===== config.mk =====
export PLATFORM = sky130hd
export DESIGN_NAME = log_antilog_acc_flat
export DESIGN_NICKNAME = d
export VERILOG_FILES = /design/src/rtl/log_antilog_acc_pkg.sv /design/src/rtl/log_antilog_acc_if.sv /design/src/rtl/log_antilog_shift.sv /design/src/rtl/log_antilog_acc.sv /design/src/flat_wrapper.sv
export SDC_FILE = /design/constraint.sdc
export NUM_CORES = 1
export LEC_CHECK = 0
export BUFFER_PORTS_ARGS = -buffer_cell sky130_fd_sc_hd__buf_4
export CAP_MARGIN = 20
export CELL_PAD_IN_SITES_DETAIL_PLACEMENT = 1
export CELL_PAD_IN_SITES_GLOBAL_PLACEMENT = 2
export CORE_ASPECT_RATIO = 1.2
export CORE_UTILIZATION = 30
export DETAILED_ROUTE_END_ITERATION = 6
export PLACE_DENSITY = 0.62
export SYNTH_ARGS = -nofsm -noshare
export SYNTH_HDL_FRONTEND = slang
export SYNTH_SLANG_ARGS = --single-unit

===== constraint.sdc =====
create_clock -name clk -period 7.08 [get_ports clk]
set_input_delay 0.708 -clock clk [delete_from_list [all_inputs] [get_ports clk]]
set_output_delay 0.708 -clock clk [all_outputs]
set_load 0.005 [all_outputs]

===== src/rtl/log_antilog_acc_pkg.sv =====
// log_antilog_acc_pkg: shared widths and the saturating accumulate helper
package log_antilog_acc_pkg;
  localparam int LOG2_WIDTH = 4;
  localparam int WIDTH = 2**LOG2_WIDTH;
  localparam int PROD_W = 2*WIDTH;
  localparam int ACC_W = 2*WIDTH+8;
  // returns {sat, sum}; on signed overflow the sum clamps to the ACC_W max/min
  function automatic logic [ACC_W:0] sat_add(input logic [ACC_W-1:0] acc, input logic [ACC_W-1:0] val);
    logic [ACC_W:0] s;
    s = {acc[ACC_W-1], acc} + {val[ACC_W-1], val};
    return (s[ACC_W] ^ s[ACC_W-1]) ? {1'b1, s[ACC_W], {(ACC_W-1){~s[ACC_W]}}} : {1'b0, s[ACC_W-1:0]};
  endfunction
endpackage


===== src/rtl/log_antilog_acc_if.sv =====
// log_antilog_acc_if: LOA-sum input beat and accumulated-result output handshakes
interface log_antilog_acc_if import log_antilog_acc_pkg::*; ();
  logic in_valid, in_ready, in_zero, in_sign, in_last;
  logic [LOG2_WIDTH:0] in_k;
  logic [WIDTH-2:0] in_x;
  logic out_valid, out_ready, out_sat;
  logic [ACC_W-1:0] out_data;
  modport master (output in_valid, in_k, in_x, in_zero, in_sign, in_last, out_ready,
                  input in_ready, out_valid, out_data, out_sat);
  modport slave (input in_valid, in_k, in_x, in_zero, in_sign, in_last, out_ready,
                 output in_ready, out_valid, out_data, out_sat);
endinterface


===== src/rtl/log_antilog_shift.sv =====
// log_antilog_shift: floor(1.X * 2^K) with truncation and product-magnitude saturation
module log_antilog_shift import log_antilog_acc_pkg::*; (
  input  logic [LOG2_WIDTH:0] k,
  input  logic [WIDTH-2:0]    x,
  output logic [PROD_W-1:0]   mag,
  output logic                sat
);
  localparam int FULL_W = WIDTH + 2**(LOG2_WIDTH+1) - 1;
  logic [FULL_W-1:0] full, shr;
  logic [31:0] k_ext;
  // the top characteristic already reaches the product MSB and is treated as overflow
  always_comb begin
    k_ext = 32'(k);
    full = {{(FULL_W-WIDTH){1'b0}}, 1'b1, x} << k;
    shr = full >> (WIDTH-1);
    sat = (k_ext >= 32'(2*WIDTH-1)) | (|shr[FULL_W-1:PROD_W]);
    mag = sat ? '1 : shr[PROD_W-1:0];
  end
endmodule


===== src/rtl/log_antilog_acc.sv =====
// log_antilog_acc: Mitchell antilog (S1) feeding a signed saturating dot-product accumulator (S2)
module log_antilog_acc import log_antilog_acc_pkg::*; (
  input logic clk,
  input logic rst,
  log_antilog_acc_if.slave bus
);
  logic [PROD_W-1:0] mag;
  logic mag_sat, stall, add_sat, beat_sat;
  logic [ACC_W-1:0] ext, sum;
  logic s1_valid_q, s1_valid_d, s1_last_q, s1_last_d, s1_sat_q, s1_sat_d;
  logic [ACC_W-1:0] s1_val_q, s1_val_d, acc_q, acc_d, out_data_q, out_data_d;
  logic sticky_q, sticky_d, out_valid_q, out_valid_d, out_sat_q, out_sat_d;
  log_antilog_shift u_shift (.k(bus.in_k), .x(bus.in_x), .mag(mag), .sat(mag_sat));
  // only a last beat that would overwrite an unconsumed result has to wait
  assign stall = s1_valid_q & s1_last_q & out_valid_q & ~bus.out_ready;
  assign bus.in_ready = ~stall;
  assign bus.out_valid = out_valid_q;
  assign bus.out_data = out_data_q;
  assign bus.out_sat = out_sat_q;
  always_comb begin
    ext = {{(ACC_W-PROD_W){1'b0}}, mag};
    {add_sat, sum} = sat_add(acc_q, s1_val_q);
    beat_sat = add_sat | s1_sat_q;
    s1_valid_d = stall ? s1_valid_q : bus.in_valid;
    s1_last_d = stall ? s1_last_q : bus.in_last;
    s1_sat_d = stall ? s1_sat_q : mag_sat & ~bus.in_zero;
    s1_val_d = stall ? s1_val_q : bus.in_zero ? '0 : bus.in_sign ? -ext : ext;
    acc_d = acc_q;
    sticky_d = sticky_q;
    out_data_d = out_data_q;
    out_sat_d = out_sat_q;
    out_valid_d = out_valid_q & ~bus.out_ready;
    if (s1_valid_q && !stall) begin
      if (s1_last_q) begin
        out_data_d = sum;
        out_sat_d = sticky_q | beat_sat;
        out_valid_d = 1'b1;
        acc_d = '0;
        sticky_d = 1'b0;
      end else begin
        acc_d = sum;
        sticky_d = sticky_q | beat_sat;
      end
    end
  end
  always_ff @(posedge clk or posedge rst) begin
    if (rst) begin
      s1_valid_q <= 1'b0;
      s1_last_q <= 1'b0;
      s1_sat_q <= 1'b0;
      s1_val_q <= '0;
      acc_q <= '0;
      sticky_q <= 1'b0;
      out_valid_q <= 1'b0;
      out_data_q <= '0;
      out_sat_q <= 1'b0;
    end else begin
      s1_valid_q <= s1_valid_d;
      s1_last_q <= s1_last_d;
      s1_sat_q <= s1_sat_d;
      s1_val_q <= s1_val_d;
      acc_q <= acc_d;
      sticky_q <= sticky_d;
      out_valid_q <= out_valid_d;
      out_data_q <= out_data_d;
      out_sat_q <= out_sat_d;
    end
  end
endmodule


===== src/flat_wrapper.sv =====
// flat-port wrapper written by rule: the top's interface ports become plain ports
module log_antilog_acc_flat import log_antilog_acc_pkg::*;
  (clk, rst, bus_in_valid, bus_in_k, bus_in_x, bus_in_zero, bus_in_sign, bus_in_last, bus_out_ready, bus_in_ready, bus_out_valid, bus_out_data, bus_out_sat);
  log_antilog_acc_if bus_i ();
  input logic clk;
  input logic rst;
  input wire logic [$bits(bus_i.in_valid)-1:0] bus_in_valid;
  input wire logic [$bits(bus_i.in_k)-1:0] bus_in_k;
  input wire logic [$bits(bus_i.in_x)-1:0] bus_in_x;
  input wire logic [$bits(bus_i.in_zero)-1:0] bus_in_zero;
  input wire logic [$bits(bus_i.in_sign)-1:0] bus_in_sign;
  input wire logic [$bits(bus_i.in_last)-1:0] bus_in_last;
  input wire logic [$bits(bus_i.out_ready)-1:0] bus_out_ready;
  output wire logic [$bits(bus_i.in_ready)-1:0] bus_in_ready;
  output wire logic [$bits(bus_i.out_valid)-1:0] bus_out_valid;
  output wire logic [$bits(bus_i.out_data)-1:0] bus_out_data;
  output wire logic [$bits(bus_i.out_sat)-1:0] bus_out_sat;
  assign bus_i.in_valid = bus_in_valid;
  assign bus_i.in_k = bus_in_k;
  assign bus_i.in_x = bus_in_x;
  assign bus_i.in_zero = bus_in_zero;
  assign bus_i.in_sign = bus_in_sign;
  assign bus_i.in_last = bus_in_last;
  assign bus_i.out_ready = bus_out_ready;
  assign bus_in_ready = bus_i.in_ready;
  assign bus_out_valid = bus_i.out_valid;
  assign bus_out_data = bus_i.out_data;
  assign bus_out_sat = bus_i.out_sat;
  log_antilog_acc u_core (.clk(clk), .rst(rst), .bus(bus_i));
endmodule

==> flow_summary.html <==
<table>
<tr><th>Metric</th><th>Value</th></tr>
<tr><th colspan="2">Floorplan</th></tr>
<tr><td>Initial core utilization</td><td>30.4%</td></tr>
<tr><td>Standard-cell row count</td><td>71</td></tr>
<tr><td>Die Y-Extent</td><td>197 um</td></tr>
<tr><td>Placeable core area</td><td>0.0313 mm2</td></tr>
<tr><td>I/O pin total</td><td>70</td></tr>
<tr><td>Area of the die</td><td>0.0324 mm2</td></tr>
<tr><td>Die Wd</td><td>164 um</td></tr>
<tr><th colspan="2">Worst setup path</th></tr>
<tr><td>Critical path peak fanout</td><td>43</td></tr>
<tr><td>Kind of cell adding the most delay to the critical path</td><td>compound AO/OA/AOI/OAI gates</td></tr>
<tr><td>Highest-delay cell along the critical path</td><td>sky130_fd_sc_hd__nor2_1</td></tr>
<tr><td>Endpoint arrival time on the critical path</td><td>5.81 ns</td></tr>
<tr><td>Length in cells of the worst reg-to-reg path</td><td>17</td></tr>
<tr><td>Required time at the endpoint of the critical path</td><td>7.45 ns</td></tr>
<tr><td>FF-to-FF Start</td><td>u_core.acc_q[4]</td></tr>
<tr><td>Crit Path Class</td><td>register to register</td></tr>
<tr><td>Slowest cell delay on critical path</td><td>0.59 ns</td></tr>
<tr><td>Endpoint type of the worst setup path</td><td>register</td></tr>
<tr><td>Kind of start point of the critical path</td><td>register</td></tr>
<tr><td>Slack of the worst reg-to-reg path</td><td>1.64 ns</td></tr>
<tr><td>Crit Reg-Reg Endpoint</td><td>u_core.acc_q[37]</td></tr>
<tr><td>WP buf/inv</td><td>2</td></tr>
<tr><td>CP cell instances</td><td>ha_1 -&gt; a21oi_1 -&gt; a21boi_0 -&gt; o31a_1 -&gt; a21oi_1 -&gt; o211ai_1 -&gt; a311oi_1 -&gt; o21ai_0 -&gt; a21o_1 -&gt; a21o_1 -&gt; xnor2_1 -&gt; ha_1 -&gt; buf_4 -&gt; a22oi_2 -&gt; buf_4 -&gt; nor2_1 -&gt; a221o_1</td></tr>
<tr><th colspan="2">Global routing</th></tr>
<tr><td>Global-route wire length before repair</td><td>50.8 mm</td></tr>
<tr><td>Pin count of the biggest net entering global routing</td><td>66</td></tr>
<tr><td>Met2 usage</td><td>33.5%</td></tr>
<tr><td>Global routing usage summed across all routing layers</td><td>20.4%</td></tr>
<tr><td>Grt met1 use</td><td>26.9%</td></tr>
<tr><td>Layer with the highest usage</td><td>met2</td></tr>
<tr><td>Vias in the first global route</td><td>8719</td></tr>
<tr><td>Met3 Resource Use GR</td><td>2.50%</td></tr>
<tr><td>Antenna violations before repair</td><td>0</td></tr>
<tr><td>Total grt overflow</td><td>0</td></tr>
<tr><th colspan="2">STA</th></tr>
<tr><td>Worst hold-check slack</td><td>0.427 ns</td></tr>
<tr><td>Min cycle time layout</td><td>5.44 ns</td></tr>
<tr><td>Setup violators final</td><td>0</td></tr>
<tr><td>Max Slew Vio Count</td><td>0</td></tr>
<tr><td>Final hold violations</td><td>0</td></tr>
<tr><td>Maximum clock rate</td><td>184 MHz</td></tr>
<tr><td>Least-Margin Pin Slew</td><td>0.922 ns</td></tr>
<tr><td>RSZ-0062 raised after global routing</td><td>no</td></tr>
<tr><td>Total Neg Setup Slack</td><td>0 ns</td></tr>
<tr><td>Setup skew after layout</td><td>0.0105 ns</td></tr>
<tr><td>Tightest slew margin relative to the limit</td><td>38.5%</td></tr>
<tr><td>Setup slack after layout</td><td>1.64 ns</td></tr>
<tr><td>Final worst path period share</td><td>76.9%</td></tr>
<tr><th colspan="2">Synth</th></tr>
<tr><td>Synthesized net count</td><td>1152</td></tr>
<tr><td>Dominant synthesized flop cell</td><td>sky130_fd_sc_hd__dfrtp_1</td></tr>
<tr><td>Warning count from the yosys run</td><td>0</td></tr>
<tr><td>Combined area of all synthesized cells</td><td>0.00950 mm2</td></tr>
<tr><td>Number of unique standard cell types used by synthesis</td><td>80</td></tr>
<tr><td>Post-Syn Area per Cell</td><td>8.79 um2</td></tr>
<tr><td>Cell count after synthesis</td><td>1081</td></tr>
<tr><td>#FFs+latches synth</td><td>126</td></tr>
<tr><td>Share of synthesized area occupied by flip-flops and latches</td><td>33.2%</td></tr>
<tr><td>Async S/R FF share, synth</td><td>100%</td></tr>
<tr><td>Number of enable flip-flop cells after synthesis</td><td>0</td></tr>
<tr><th colspan="2">Placement</th></tr>
<tr><td>Post-Place Cell Area</td><td>0.0103 mm2</td></tr>
<tr><td>Placed instance count</td><td>1496</td></tr>
<tr><td>Pre-CTS worst setup slack</td><td>1.65 ns</td></tr>
<tr><td>Final RePlAce weighted congestion</td><td>0.822</td></tr>
<tr><td>Port Buf Inserts</td><td>69</td></tr>
<tr><td>HPWL after detailed placement</td><td>23.5 mm</td></tr>
<tr><th colspan="2">Clock tree</th></tr>
<tr><td>CTS Root Cell</td><td>sky130_fd_sc_hd__clkbuf_16</td></tr>
<tr><td>Number of buffers inserted to repair setup after CTS</td><td>0</td></tr>
<tr><td>Inserted Clock Buffers</td><td>17</td></tr>
<tr><td>Hold-fix buffers at CTS</td><td>0</td></tr>
<tr><td>Number of sinks on the clock net</td><td>126</td></tr>
<tr><td>TritonCTS clock tree</td><td>yes</td></tr>
<tr><td>Clock latency at the later pin of the worst-skew pair</td><td>0.44 ns</td></tr>
<tr><td>Clock input transition at the sequential cells of the worst setup and hold paths</td><td>0.06 ns</td></tr>
<tr><td>H-tree level count</td><td>4</td></tr>
<tr><td>Resize count post-CTS</td><td>0</td></tr>
<tr><td>Maximum buffer depth of the clock tree</td><td>2</td></tr>
<tr><th colspan="2">Run status</th></tr>
<tr><td>Violated checks</td><td>DRC</td></tr>
<tr><td>Run status</td><td>finished with violations</td></tr>
<tr><th colspan="2">Drt</th></tr>
<tr><td>DRC</td><td>2</td></tr>
<tr><td>Average routed wire per standard cell</td><td>20.5 um</td></tr>
<tr><td>Aggregate routed wire length</td><td>31.4 mm</td></tr>
<tr><td>Iter 0 DRT Violations</td><td>409</td></tr>
<tr><td>Drt via density</td><td>5.42</td></tr>
<tr><td>Vias</td><td>8284</td></tr>
<tr><td>First-pass iteration count of the detailed router</td><td>6</td></tr>
<tr><td>DRT antenna net count</td><td>0</td></tr>
<tr><th colspan="2">Pwr</th></tr>
<tr><td>Total power divided by cell area</td><td>358 mW/mm2</td></tr>
<tr><td>Switching share of power</td><td>40.6%</td></tr>
<tr><td>Internal power</td><td>2.34 mW</td></tr>
<tr><td>Part of the power in registers</td><td>28.4%</td></tr>
<tr><td>Peak supply drop</td><td>0.221 mV</td></tr>
<tr><td>P_sw</td><td>1.60 mW</td></tr>
<tr><td>Post-layout total power</td><td>3.93 mW</td></tr>
<tr><td>Leakage Power</td><td>4.99 nW</td></tr>
<tr><td>Combinational group share of total power</td><td>47.3%</td></tr>
<tr><td>Clock group share of total power</td><td>24.3%</td></tr>
<tr><th colspan="2">Final layout</th></tr>
<tr><td>Antenna diodes</td><td>0</td></tr>
<tr><td>Signed area change from the synthesized netlist to the final layout</td><td>15.5%</td></tr>
<tr><td>NumNets Final</td><td>1185</td></tr>
<tr><td>Total non-filler cell area in the finished layout</td><td>0.0110 mm2</td></tr>
<tr><td>Area of combinational cells with multiple inputs</td><td>0.00598 mm2</td></tr>
<tr><td>Leading cell types in the layout, fill and taps excluded</td><td>sky130_fd_sc_hd__nand2_1, sky130_fd_sc_hd__dfrtp_1, sky130_fd_sc_hd__o21ai_0, sky130_fd_sc_hd__buf_4, sky130_fd_sc_hd__nor2_1</td></tr>
<tr><td>Final cell utilization of the core</td><td>35.1%</td></tr>
<tr><td>Fill cell count</td><td>3656</td></tr>
<tr><td>Fraction of final layout cells with drive strength greater than 1</td><td>16.1%</td></tr>
<tr><td>Commonest non-fill, non-tap cell in the layout</td><td>sky130_fd_sc_hd__nand2_1</td></tr>
<tr><td>Non-filler cells, final</td><td>1528</td></tr>
<tr><td>Sequential cell area</td><td>0.00315 mm2</td></tr>
<tr><th colspan="2">Min path</th></tr>
<tr><td>Worst min-delay path category</td><td>input port to async pin</td></tr>
<tr><th colspan="2">Run</th></tr>
<tr><td>Max-cap check violation count</td><td>0</td></tr>
</table>
sequential cells by signal (all words and copies together) (netlist names):
name	flops
u_core.acc_q	40
u_core.bus.out_data	40
u_core.bus.out_sat	1
u_core.bus.out_valid	1
u_core.s1_last_q	1
u_core.s1_sat_q	1
u_core.s1_val_q	40
u_core.s1_valid_q	1
u_core.sticky_q	1
synthesized netlist by cell type (all sizes together) (7+ instances only):
master	instances	area, um2
a22o	21	184
buf	22	136
o31ai	23	178
mux2	19	214
a21oi	60	308
a221o	15	150
ha	43	538
nor2	61	229
xnor2	39	342
a31oi	14	87.6
nor2b	10	62.6
nand3	16	80.1
xor2	25	219
a211oi	8	65.1
mux2i	17	170
and2	7	43.8
nand2	166	623
and3	7	43.8
dfrtp	126	3150
inv	18	67.6
o221ai	7	61.3
o21bai	7	52.6
nand2b	29	189
nor3	7	35.0
a21o	35	263
or2	11	71.3
clkbuf	47	176
nand4	9	56.3
o21ai	99	495
mux4	17	383
layout make-up:
cell class                      instances  area share (%)
Tap cell                              401            4.57
Sequential cell                       126            28.7
Clock buffer                           19            4.13
Timing Repair Buffer                   83            5.68
Inverter                               19           0.673
Clock inverter                         13            1.71
Multi-Input combinational cell        867            54.5
routing by layer:
layer  share of wire (%)  vias to the layer above
met5                   0                        -
met4                 3.2                        0
met3                 2.5                       45
met2                  47                      139
met1                  47                     4057
li1                    -                     4043
worst max-delay path by stage:
stage                    start                 endpoint  slack, ns  depth (start not counted)
6_report       u_core.acc_q[4]         u_core.acc_q[37]       1.64                         17
5_1_grt        u_core.acc_q[4]         u_core.acc_q[38]       1.13                         17
4_1_cts        u_core.acc_q[4]         u_core.acc_q[37]       1.58                         17
3_5_place_dp   u_core.acc_q[4]         u_core.acc_q[37]       1.65                         17
3_3_place_gp   u_core.acc_q[4]         u_core.acc_q[38]       1.75                         17
2_1_floorplan  u_core.acc_q[4]  u_core.bus.out_data[30]       2.78                         20
power by group through the flow:
| stage | Clock (mW) | Combinational (mW) | Sequential (mW) |
|---|---|---|---|
| 2_1_floorplan | 0 | 1.24 | 1.09 |
| 3_3_place_gp | 0 | 1.86 | 1.13 |
| 3_5_place_dp | 0 | 1.87 | 1.13 |
| 4_1_cts | 0.984 | 1.88 | 1.12 |
| 5_1_grt | 1.01 | 2.09 | 1.15 |
| 6_report | 0.954 | 1.86 | 1.12 |
logic make-up after synthesis:
kind of cell    synth area share [%]
compound gates                  25.7
simple gates                    17.3
buf+inv                         4.04
xor+xnor                        5.90
flops                           33.2
fa+ha+maj                       5.87
mux                             8.07
Power figures use the tool's default switching activity.
